`src/rtl/npu_mem_pkg.sv`:
```
// Shared types and constants for the image RAM port A arbiter.
// Address map, requester id and request bundle types.
package npu_mem_pkg;

  localparam int ADDR_W   = 19;
  localparam int DATA_W   = 8;
  localparam int IMG_BASE = 0;
  localparam int OUT_BASE = 160000;
  localparam int IMG_W    = 400;
  localparam int DEPTH    = 320000;
  localparam int MAX_REQ  = 4;

  typedef logic [$clog2(MAX_REQ)-1:0] req_id_t;

  typedef struct packed {
    logic              we;
    logic [ADDR_W-1:0] addr;
    logic [DATA_W-1:0] wdata;
  } mem_req_t;

  function automatic req_id_t id_next(
    input req_id_t id,
    input int      n
  );
    if (int'(id) >= n - 1)
      return '0;
    return id + req_id_t'(1);
  endfunction

endpackage

```
`src/rtl/ram_port_arbiter_rr.sv`:
```
// Combinational round-robin picker with lock-owner priority.
// A live lock owner wins; otherwise search starts at the pointer.
module rr_arbiter
  import npu_mem_pkg::*;
#(
  parameter int NUM_REQ = 3
) (
  input  logic [NUM_REQ-1:0] req,
  input  logic [NUM_REQ-1:0] lock,
  input  req_id_t            ptr,
  input  logic               owner_vld,
  input  req_id_t            owner,
  output logic [NUM_REQ-1:0] gnt,
  output req_id_t            id
);

  logic found;
  int   j;

  // Owner keeps the port while it still requests with lock held.
  always_comb begin
    gnt   = '0;
    id    = '0;
    found = 1'b0;
    j     = 0;
    if (owner_vld && req[owner] && lock[owner]) begin
      gnt[owner] = 1'b1;
      id         = owner;
    end else begin
      for (int k = 0; k < NUM_REQ; k++) begin
        j = int'(ptr) + k;
        if (j >= NUM_REQ)
          j = j - NUM_REQ;
        if (!found && req[j]) begin
          found  = 1'b1;
          gnt[j] = 1'b1;
          id     = req_id_t'(j);
        end
      end
    end
  end

endmodule

```
`src/rtl/ram_port_arbiter.sv`:
```
// Port A arbiter for the dual-port image RAM.
// Registers the winning access and routes read data back by tag.
module ram_port_arbiter
  import npu_mem_pkg::*;
#(
  parameter int NUM_REQ     = 3,
  parameter int ADDR_W      = 19,
  parameter int DATA_W      = 8,
  parameter int DEPTH       = 320000,
  parameter int RAM_LATENCY = 1,
  parameter int MAX_BURST   = 16
) (
  input  logic                      clk,
  input  logic                      rst,
  input  logic [NUM_REQ-1:0]        req,
  input  logic [NUM_REQ-1:0]        lock,
  input  logic [NUM_REQ-1:0]        we,
  input  logic [NUM_REQ*ADDR_W-1:0] addr,
  input  logic [NUM_REQ*DATA_W-1:0] wdata,
  output logic [NUM_REQ-1:0]        gnt,
  output logic [NUM_REQ-1:0]        rvalid,
  output logic [DATA_W-1:0]         rdata,
  output logic                      err_oob,
  output logic [ADDR_W-1:0]         ram_addr,
  output logic [DATA_W-1:0]         ram_wdata,
  output logic                      ram_wren,
  input  logic [DATA_W-1:0]         ram_q
);

  localparam int TD    = 1 + RAM_LATENCY;
  localparam int CNT_W = $clog2(MAX_BURST + 1);

  req_id_t            ptr;
  req_id_t            owner;
  logic               owner_vld;
  logic [CNT_W-1:0]   burst;
  logic [CNT_W-1:0]   bnext;

  logic [NUM_REQ-1:0] gnt_c;
  req_id_t            gid;
  logic               acc;
  logic               sel_we;
  logic [ADDR_W-1:0]  sel_addr;
  logic [DATA_W-1:0]  sel_wdata;
  logic               in_rng;
  logic               owner_live;

  logic               tag_v  [TD];
  req_id_t            tag_id [TD];
  logic [NUM_REQ-1:0] rv_next;

  rr_arbiter #(
    .NUM_REQ(NUM_REQ)
  ) u_rr (
    .req      (req),
    .lock     (lock),
    .ptr      (ptr),
    .owner_vld(owner_vld),
    .owner    (owner),
    .gnt      (gnt_c),
    .id       (gid)
  );

  assign gnt        = gnt_c;
  assign acc        = |(req & gnt_c);
  assign sel_we     = we[gid];
  assign sel_addr   = addr[int'(gid)*ADDR_W +: ADDR_W];
  assign sel_wdata  = wdata[int'(gid)*DATA_W +: DATA_W];
  assign in_rng     = (32'(sel_addr) < 32'(DEPTH));
  assign owner_live = req[owner] & lock[owner];
  assign bnext      = (owner_vld && owner == gid) ?
                      burst + 1'b1 : CNT_W'(1);
  assign rdata      = ram_q;

  // Pointer, lock owner and burst length; forced release at MAX_BURST.
  always_ff @(posedge clk) begin
    if (rst) begin
      ptr       <= '0;
      owner     <= '0;
      owner_vld <= 1'b0;
      burst     <= '0;
    end else if (acc) begin
      ptr <= id_next(gid, NUM_REQ);
      if (lock[gid] && bnext < CNT_W'(MAX_BURST)) begin
        owner_vld <= 1'b1;
        owner     <= gid;
        burst     <= bnext;
      end else begin
        owner_vld <= 1'b0;
        burst     <= '0;
      end
    end else if (owner_vld && !owner_live) begin
      owner_vld <= 1'b0;
      burst     <= '0;
    end
  end

  // RAM port registers; out-of-range writes never reach the RAM.
  always_ff @(posedge clk) begin
    if (rst) begin
      ram_addr  <= '0;
      ram_wdata <= '0;
      ram_wren  <= 1'b0;
      err_oob   <= 1'b0;
    end else begin
      ram_wren <= acc & sel_we & in_rng;
      err_oob  <= acc & ~in_rng;
      if (acc) begin
        ram_addr  <= sel_addr;
        ram_wdata <= sel_wdata;
      end
    end
  end

  // Read tag pipe tracking which requester owns each RAM read.
  always_ff @(posedge clk) begin
    if (rst) begin
      for (int k = 0; k < TD; k++) begin
        tag_v[k]  <= 1'b0;
        tag_id[k] <= '0;
      end
    end else begin
      tag_v[0]  <= acc & ~sel_we & in_rng;
      tag_id[0] <= gid;
      for (int k = 1; k < TD; k++) begin
        tag_v[k]  <= tag_v[k-1];
        tag_id[k] <= tag_id[k-1];
      end
    end
  end

  // Decode the oldest tag into a one-hot valid.
  always_comb begin
    rv_next = '0;
    if (tag_v[TD-1])
      rv_next[tag_id[TD-1]] = 1'b1;
  end

  // rvalid lines up with ram_q for the tagged read.
  always_ff @(posedge clk) begin
    if (rst)
      rvalid <= '0;
    else
      rvalid <= rv_next;
  end

endmodule

```
`config.mk`:
```
export PLATFORM = sky130hd
export DESIGN_NAME = ram_port_arbiter
export DESIGN_NICKNAME = d
export VERILOG_FILES = /design/src/rtl/npu_mem_pkg.sv /design/src/rtl/ram_port_arbiter_rr.sv /design/src/rtl/ram_port_arbiter.sv
export SDC_FILE = /design/constraint.sdc
export NUM_CORES = 1
export LEC_CHECK = 0
export BUFFER_PORTS_ARGS = -buffer_cell sky130_fd_sc_hd__buf_2
export CAP_MARGIN = 20
export CORE_UTILIZATION = 50
export DETAILED_ROUTE_END_ITERATION = 16
export MAX_ROUTING_LAYER = met4
export PLACE_DENSITY_LB_ADDON = 0.25
export RECOVER_POWER = 50
export SLEW_MARGIN = 20
export SYNTH_ARGS = -nofsm -noshare
export SYNTH_HDL_FRONTEND = slang
export SYNTH_SLANG_ARGS = --single-unit
```
`constraint.sdc`:
```
create_clock -name clk -period 5.6 [get_ports clk]
set_input_delay 1.12 -clock clk [delete_from_list [all_inputs] [get_ports clk]]
set_output_delay 1.12 -clock clk [all_outputs]
set_load 0.005 [all_outputs]
```
==> impl_metrics.env, run 1 <==
export IMPL_yosysSeqAreaShare_pct=33.3
export IMPL_failed_checks="capacitance limit, slew limit"
export IMPL_routed_wl_microns=7340
export IMPL_dp_hpwl_microns=5330
export IMPL_p_leak_nw=1.67
export IMPL_synth_area_per_cell_sq_um=8.28
export IMPL_grt_max_degree=45
export IMPL_skew_ns=0.0116
export IMPL_vdd_drop_max_uv=261
export IMPL_worstHoldStart="tag_id[0][1]$_SDFF_PP0_"
export IMPL_crit_path_start="req[0]"
export IMPL_worstSetupStartpointType="primary input"
export IMPL_grt_pass1_vias=2647
export IMPL_finalCritPeriodShare_pct=65.3
export IMPL_place_gp_congestion=0.948
export IMPL_synth_flop_cell="dfxtp_1"
export IMPL_syn_area_sq_mm=0.00288
export IMPL_row_count=27
export IMPL_synth_seq_cells=48
export IMPL_antenna_cells=0
export IMPL_async_reset_ff_share_pct=0
export IMPL_die_h_microns=77.9
export IMPL_finalSetupTns_ns=0
export IMPL_switching_share_pct=46.1
export IMPL_routedWlPerCell_microns=14.1
export IMPL_seq_power_share_pct=27.9
export IMPL_syn_num_nets=453
export IMPL_ioPinCount=143
export IMPL_worstSetupEndpointType="output port"
export IMPL_crit_required_ns=4.48
export IMPL_ys_top_cells_by_area="dfxtp_1 33%, mux2i_1 11%, nand2_1 7.8%"
export IMPL_regArea_sq_um=961
export IMPL_grt_use_total_pct=24.7
export IMPL_firstDrtPassIters=4
export IMPL_synth_top_cell_area_share_pct=33.3
export IMPL_antenna_found_initial=0
export IMPL_holdWs_ns=0.439
export IMPL_multiInputGateArea_sq_mm=0.00172
export IMPL_hold_depth=1
export IMPL_drt_iter0_drc=159
export IMPL_clock_path_buffers=2
export IMPL_path_common_cell="buf_2"
export IMPL_yosys_area_top_type="dfxtp_1"
export IMPL_synthCells=348
export IMPL_fmax_mhz=274
export IMPL_rr_worst_depth=10
export IMPL_path_cells="buf_2 > and4bb_4 > o31a_1 > a311o_1 > o21ai_1 > buf_2"
export IMPL_slew_violations=45
export IMPL_final_nets=554
export IMPL_p_int_w=0.00104
export IMPL_clock_latency_ns=0.31
export IMPL_grt_pass1_wl_microns=11800
export IMPL_cts_buffers=5
export IMPL_cp_arrival_ns=2.54
export IMPL_vias_per_cell=5.59
export IMPL_critPathMaxStageDelay_ns=0.34
export IMPL_power_density_mw_per_mm2=547
export IMPL_rsz0062_at_grt="false"
export IMPL_synth_edf_count=0
export IMPL_io_buffers=126
export IMPL_status="complete, but fails checks"
export IMPL_coreArea_sq_mm=0.00554
export IMPL_yosys_cell_types_count=50
export IMPL_cts_tree="done"
export IMPL_final_layout_size_suffix_gt1_share_pct=28.9
export IMPL_period_minus_slack_ns=3.66
export IMPL_cts_setup_buffers=0
export IMPL_reg2reg_from="ptr[0]$_SDFFE_PP0P_"
export IMPL_hold_viol=0
export IMPL_clk_pin_slew_ns=0.08
export IMPL_htree_levels=2
export IMPL_switchingPower_w=0.000885
export IMPL_vias=2920
export IMPL_remaining_drc_errors=0
export IMPL_slew_headroom_pct=-34.6
export IMPL_slowest_stage="o31a_1"
export IMPL_grt_overflow=0
export IMPL_critPathMaxFanout=9
export IMPL_clock_sinks=48
export IMPL_crit_type="primary input to output port"
export IMPL_layout_common_cells="110 x buf_2, 60 x nand2_1, 48 x dfxtp_1"
export IMPL_syn_to_final_growth_pct=21.7
export IMPL_pwr_share_comb_pct=61.3
export IMPL_fillCellCount=531
export IMPL_finalSetupViolCount=0
export IMPL_rrSetupSlack_ns=2.13
export IMPL_postCtsHoldBufs=0
export IMPL_die_area_sq_mm=0.00607
export IMPL_start_util_pct=52.0
export IMPL_synth_warnings=0
export IMPL_cts_repair_resized=0
export IMPL_maxCapViolCount=1
export IMPL_hold_class="flop to flop"
export IMPL_dieWidth_microns=77.9
export IMPL_pwr_share_clk_pct=10.9
export IMPL_root_buffer="clkbuf_8"
export IMPL_tightest_slew_ns=2.02
export IMPL_layout_commonest_cell="buf_2"
export IMPL_ant_nets=0
synthesized netlist by cell type (2+ instances only):
cell type  instances
a21o_1             2
nor4b_1            2
mux2_2             2
o31ai_1            4
nor4bb_1           2
clkbuf_1          10
nor4_1             3
buf_2             13
and4b_1            3
and2_1             2
nand3b_1           3
buf_1              2
nand2_1           60
o211ai_1          30
or3_1              2
nor3_1             5
buf_4              8
o21ai_1            2
nor2b_1            7
and3_1             3
nor2_1            12
a21oi_2            2
o2111a_1           2
o2bb2ai_1          2
ha_1               5
a211oi_4           2
mux2i_1           32
nand3_1           11
nand2b_1           4
a21oi_1           33
a32o_1             2
dfxtp_1           48
o21ai_0            6
inv_1              6
metrics by stage:
step,util [%],cell area [sq um],std cells,setup WS (ns),total power [W]
5_1_grt,63.3,3510,522,1.77,0.00210
2_1_floorplan,-,2880,348,2.17,0.00145
4_1_cts,63.7,3530,522,1.94,0.00194
3_5_place_dp,62.1,3440,514,1.63,0.00173
3_3_place_gp,62.1,3440,514,1.71,0.00171
6_report,63.3,3510,522,1.94,0.00192
sequential cells by signal (all words and copies together) (netlist names):
register / cells
rvalid: 3
ptr: 2
tag_id: 4
ram_wdata: 8
owner: 2
ram_addr: 19
tag_v: 2
err_oob: 1
burst: 5
ram_wren: 1
owner_vld: 1
layout make-up:
| class | count | area share (%) |
|---|---|---|
| Inverter | 6 | 0.642 |
| Clock inverter | 2 | 0.463 |
| Multi-Input combinational cell | 260 | 49.1 |
| Clock buffer | 6 | 2.07 |
| Sequential cell | 48 | 27.4 |
| Tap cell | 72 | 2.57 |
| Timing Repair Buffer | 128 | 17.8 |
worst max-delay path, delay by kind of cell:
| family | cells | cell delay [ns] |
|---|---|---|
| AND/OR/NAND/NOR | 1 | 0.24 |
| buffers and inverters | 2 | 0.34 |
| AO/OA/AOI/OAI | 3 | 0.84 |
layer usage:
| layer | share of wire, % | vias to the layer above | global-route usage, % | routed length (microns) |
|---|---|---|---|---|
| li1 | - | 1459 | - | - |
| met4 | 0.95 | 0 | 8.15 | 70 |
| met1 | 43 | 1340 | 29.4 | 3170 |
| met5 | 0 | - | - | 0 |
| met3 | 6.5 | 11 | 4.94 | 480 |
| met2 | 49 | 110 | 41.9 | 3620 |
final timing paths:
kind / endpoint
setup / recovery: gnt[0]
hold / removal: tag_id[0][3]$_SDFF_PP0_
hold reg to reg: tag_id[0][3]$_SDFF_PP0_
setup reg to reg: owner[1]$_SDFFE_PP0P_
logic make-up (layout without fill, tap and decap cells):
group                      count (synthesis)  in the layout  synth area share, %
DFF                                       48             48                 33.3
muxes                                     34             34                 11.9
AOI/OAI and AO/OA                         98             98                 24.2
and+or+nand+nor                          121            121                 20.7
xor gates and xnor gates                   2              2                0.608
buffers and inverters                     40            142                 7.07
adders and majority gates                  5              5                 2.17
power groups by stage:
stage | clock, W | sequential, W | combinational (W)
global route | 0.000229 | 0.000552 | 0.00132
detailed placement | 0 | 0.000539 | 0.00119
floorplan | 0 | 0.000543 | 0.000904
finish | 0.000209 | 0.000535 | 0.00118
global placement | 0 | 0.000537 | 0.00117
CTS | 0.000215 | 0.000533 | 0.00120
(Power assumes the default switching activity.)
==> run 2: changes to the inputs <==
Settings changed: CORE_UTILIZATION 50 to 46.
Clock period 5.6 ns to 3.4 ns, I/O delays scaled along.
==> impl_metrics.env, run 2 (synthesis gave the netlist of run 1 again) <==
export IMPL_status="complete, but fails checks"
export IMPL_failed_checks="capacitance limit, slew limit"
export IMPL_finalSetupViolCount=0
export IMPL_ioPinCount=143
export IMPL_htree_levels=2
export IMPL_place_area_sq_mm=0.00347
export IMPL_drt_iter0_drc=94
export IMPL_dp_hpwl_microns=5630
export IMPL_die_area_sq_mm=0.00659
export IMPL_regArea_sq_um=961
export IMPL_row_count=28
export IMPL_firstDrtPassIters=5
export IMPL_clock_sinks=48
export IMPL_worstSetupStartpointType="flop"
export IMPL_vdd_drop_max_uv=411
export IMPL_remaining_drc_errors=0
export IMPL_clock_path_buffers=2
export IMPL_grt_pass1_vias=2629
export IMPL_crit_required_ns=2.72
export IMPL_top_regs="ram_addr (19), ram_wdata (8), burst (5)"
export IMPL_final_cell_area_sq_mm=0.00355
export IMPL_cts_repair_resized=0
export IMPL_place_gp_congestion=0.861
export IMPL_layout_commonest_cell="buf_2"
export IMPL_finalCritPeriodShare_pct=88.9
export IMPL_grt_use_total_pct=23.5
export IMPL_critPathTopFamily="compound AO/OA/AOI/OAI gates"
export IMPL_grt_overflow=0
export IMPL_crit_buf_inv=2
export IMPL_antenna_cells=0
export IMPL_antenna_found_initial=0
export IMPL_rsz0062_at_grt="false"
export IMPL_layout_common_cells="106 x buf_2, 60 x nand2_1, 48 x dfxtp_1"
export IMPL_vias_per_cell=5.55
export IMPL_syn_to_final_growth_pct=23.0
export IMPL_cts_setup_buffers=0
export IMPL_period_minus_slack_ns=3.02
export IMPL_vias=2934
export IMPL_hold_viol=0
export IMPL_p_leak_nw=1.68
export IMPL_dieWidth_microns=81.2
export IMPL_clk_pin_slew_ns=0.09
export IMPL_use_met1_pct=29.8
export IMPL_fillCellCount=593
export IMPL_dp_cells=521
export IMPL_fmax_mhz=331
export IMPL_fin_util_pct=59.2
export IMPL_grt_pass1_wl_microns=11800
export IMPL_postCtsHoldBufs=0
export IMPL_root_buffer="clkbuf_8"
export IMPL_slowest_stage="ha_1"
export IMPL_regMostFlops="ram_addr"
export IMPL_slew_headroom_pct=-33.7
export IMPL_stdcell_count=529
export IMPL_routedWlPerCell_microns=14.2
export IMPL_cts_tree="done"
export IMPL_clock_latency_ns=0.30
export IMPL_tightest_slew_ns=2.01
export IMPL_maxCapViolCount=1
export IMPL_final_layout_size_suffix_gt1_share_pct=28.9
export IMPL_routed_wl_microns=7510
export IMPL_io_buffers=126
export IMPL_grt_max_degree=45
export IMPL_path_cells="inv_1 > ha_1 > nand2_1 > o31ai_1 > o211ai_1 > a311o_1 > o21ai_1 > buf_2"
export IMPL_largest_register_ffs=19
export IMPL_finalSetupTns_ns=0
export IMPL_critPathMaxFanout=8
export IMPL_cts_buffers=5
export IMPL_final_nets=558
export IMPL_slew_violations=45
export IMPL_crit_type="flop to output port"
export IMPL_busiest_layer="met2"
export IMPL_holdWs_ns=0.441
export IMPL_skew_ns=0.0108
export IMPL_met3_usage_pct=3.82
export IMPL_hold_class="flop to flop"
export IMPL_coreArea_sq_mm=0.00599
export IMPL_start_util_pct=48.1
export IMPL_multiInputGateArea_sq_mm=0.00172
export IMPL_grt_met2_usage_pct=39.0
export IMPL_worstSetupEndpointType="output port"
export IMPL_power_density_mw_per_mm2=909
export IMPL_cp_arrival_ns=2.34
export IMPL_ant_nets=0
export IMPL_critPathMaxStageDelay_ns=0.41
export IMPL_die_h_microns=81.2
==> run 2: worst register-to-register path, stage by stage, from the launching register on <==
cell       delay (ns)
dfxtp_1          0.39
inv_1            0.08
ha_1             0.41
nand2_1          0.12
or3_1            0.33
o2111ai_1        0.35
nand2b_2         0.25
and2_1           0.25
o22a_1           0.22
nand3_1          0.13
mux2_2           0.33
==> run 2: cell type report <==
| type | instances | share of cell area (%) |
|---|---|---|
| tap | 75 | 2.65 |
| sequential | 48 | 27.1 |
| clock buffer | 6 | 2.33 |
| clock inverter | 2 | 0.388 |
| inverter | 6 | 0.635 |
| multi-input combinational | 260 | 48.6 |
| timing repair buffer | 132 | 18.3 |
==> run 2: layer usage <==
layer | vias up | part of all wire [%] | wire length [microns]
met2 | 99 | 49 | 3690
li1 | 1470 | - | -
met1 | 1355 | 45 | 3380
met3 | 10 | 5.4 | 404
met5 | - | 0 | 0
met4 | 0 | 0.56 | 42
==> run 2: metrics by stage <==
stage,setup slack [ns],power [W]
after floorplan,0.633,0.00238
after global placement,0.396,0.00288
after detailed placement,0.349,0.00290
after CTS,0.388,0.00326
after global routing,0.168,0.00353
final,0.376,0.00322
==> run 2: where the power goes <==
group	leakage (nW)	switching [W]	internal [W]
clock network	0.0516	0.000187	0.000166
registers	0.393	0.000120	0.000768
logic	1.24	0.00117	0.000815
==> run 2: worst paths after layout <==
| path | to | slack [ns] | startpoint | depth (start not counted) |
|---|---|---|---|---|
| worst max-delay path | gnt[0] | 0.38 | ptr[0]$_SDFFE_PP0P_ | 8 |
| worst min register to register | rvalid[0]$_SDFF_PP0_ | 0.44 | tag_id[0][2]$_SDFF_PP0_ | 1 |
| worst min-delay path | rvalid[0]$_SDFF_PP0_ | 0.44 | tag_id[0][2]$_SDFF_PP0_ | 1 |
| worst max register to register | owner[0]$_SDFFE_PP0P_ | 0.45 | ptr[0]$_SDFFE_PP0P_ | 10 |
==> run 3: changes to the inputs <==
Settings changed: CORE_ASPECT_RATIO from default to 1.2, CTS_CLUSTER_DIAMETER from default to 120, SKIP_CTS_REPAIR_TIMING from default to 1.
==> impl_metrics.env, run 3 (synthesis gave the netlist of run 1 again) <==
export IMPL_status="complete, but fails checks"
export IMPL_ioPinCount=143
export IMPL_start_util_pct=47.6
export IMPL_worstSetupEndpointType="output port"
export IMPL_layout_commonest_cell="buf_2"
export IMPL_power_density_mw_per_mm2=917
export IMPL_slew_headroom_pct=-31.3
export IMPL_crit_type="flop to output port"
export IMPL_largest_register_ffs=19
export IMPL_vias_per_cell=5.43
export IMPL_dieWidth_microns=74.3
export IMPL_cp_arrival_ns=2.34
export IMPL_vdd_drop_max_uv=432
export IMPL_grt_overflow=0
export IMPL_remaining_drc_errors=0
export IMPL_routedWlPerCell_microns=13.8
export IMPL_crit_required_ns=2.72
export IMPL_finalCritPeriodShare_pct=88.8
export IMPL_cts_tree="done"
export IMPL_vias=2909
export IMPL_clock_path_buffers=2
export IMPL_clk_pin_slew_ns=0.09
export IMPL_finalSetupTns_ns=0
export IMPL_fmax_mhz=331
export IMPL_io_buffers=126
export IMPL_firstDrtPassIters=4
export IMPL_slew_violations=45
export IMPL_finalSetupViolCount=0
export IMPL_rsz0062_at_grt="false"
export IMPL_final_nets=558
export IMPL_clock_latency_ns=0.29
export IMPL_final_cell_area_sq_mm=0.00357
export IMPL_die_h_microns=88.7
export IMPL_coreArea_sq_mm=0.00605
export IMPL_row_count=31
export IMPL_grt_use_total_pct=23.5
export IMPL_skew_ns=0.00251
export IMPL_htree_levels=2
export IMPL_ant_nets=0
export IMPL_cts_buffers=5
export IMPL_place_gp_congestion=0.860
export IMPL_worstSetupStartpointType="flop"
export IMPL_antenna_cells=0
export IMPL_maxCapViolCount=1
export IMPL_top_regs="ram_addr (19), ram_wdata (8), burst (5)"
export IMPL_critPathMaxFanout=8
export IMPL_grt_pass1_vias=2604
export IMPL_grt_max_degree=45
export IMPL_regMostFlops="ram_addr"
export IMPL_period_minus_slack_ns=3.02
export IMPL_tightest_slew_ns=1.97
export IMPL_die_area_sq_mm=0.00659
export IMPL_root_buffer="clkbuf_8"
export IMPL_drt_iter0_drc=104
export IMPL_layout_common_cells="100 x buf_2, 60 x nand2_1, 48 x dfxtp_1"
export IMPL_failed_checks="capacitance limit, slew limit"
export IMPL_routed_wl_microns=7420
export IMPL_clock_sinks=48
export IMPL_grt_pass1_wl_microns=11700
export IMPL_syn_to_final_growth_pct=23.7
export IMPL_hold_viol=0
export IMPL_hold_class="flop to flop"
export IMPL_final_layout_size_suffix_gt1_share_pct=27.5
export IMPL_antenna_found_initial=0
export IMPL_place_area_sq_mm=0.00348
export IMPL_dp_hpwl_microns=5770
export IMPL_p_leak_nw=1.67
## run 3: changes by cell type in the layout (fill, tap and decap cells not counted)
cell,before,now
buf_2,106,100
clkbuf_1,20,25
clkinv_4,0,2
buf_1,0,1
bufinv_16,0,1
clkbuf_8,6,5
clkinv_2,1,0
inv_6,1,0
## run 3: worst max-delay path: stages (launching register included)
cell,delay [ns]
dfxtp_1,0.38
inv_1,0.08
ha_1,0.40
nand2_1,0.11
o31ai_1,0.24
o211ai_1,0.14
a311o_1,0.32
o21ai_1,0.18
buf_2,0.18
## run 3: layout make-up
| cell class | instances | area [sq um] |
|---|---|---|
| clock buffer | 5 | 68.8 |
| clock inverter | 3 | 47.5 |
| fill | 616 | 2480 |
| inverter | 6 | 22.5 |
| multi-input combinational | 260 | 1720 |
| sequential | 48 | 961 |
| tap | 82 | 103 |
| timing repair buffer | 132 | 643 |
## run 3: metrics by stage
stage / hold WS, ns / util [%] / power (W) / worst slack, ns / cells
after floorplan: 0.413 / - / 0.00238 / 0.633 / 348
after global placement: 0.422 / 57.6 / 0.00285 / 0.388 / 528
after detailed placement: 0.431 / 57.6 / 0.00290 / 0.350 / 528
after CTS: 0.453 / 59.5 / 0.00332 / 0.357 / 536
after global routing: 0.466 / 59.0 / 0.00355 / 0.212 / 536
final: 0.448 / 59.0 / 0.00327 / 0.380 / 536
## run 3: where the power goes
group          leakage, nW  switching, W  internal, W  total [W]
Sequential           0.393      0.000117     0.000768   0.000885
Combinational         1.21       0.00116     0.000815    0.00198
Clock               0.0583      0.000189     0.000221   0.000410
Total                 1.67       0.00147      0.00180    0.00327
## run 3: layer usage
layer | wire (microns) | track usage [%] | vias up | share of wire [%]
met5 | 0 | - | - | 0
met4 | 123 | 6.69 | 0 | 1.7
met3 | 441 | 4.78 | 11 | 5.9
met2 | 3840 | 40.7 | 88 | 52
met1 | 3020 | 27.4 | 1341 | 41
li1 | - | - | 1469 | -
## run 3: worst paths after layout
path | from | to | slack (ns) | depth (start not counted)
worst min-delay path | tag_id[0][1]$_SDFF_PP0_ | tag_id[0][3]$_SDFF_PP0_ | 0.45 | 1
worst max register to register | ptr[0]$_SDFFE_PP0P_ | owner[0]$_SDFFE_PP0P_ | 0.47 | 11
worst min register to register | tag_id[0][1]$_SDFF_PP0_ | tag_id[0][3]$_SDFF_PP0_ | 0.45 | 1
worst max-delay path | ptr[0]$_SDFFE_PP0P_ | gnt[0] | 0.38 | 8
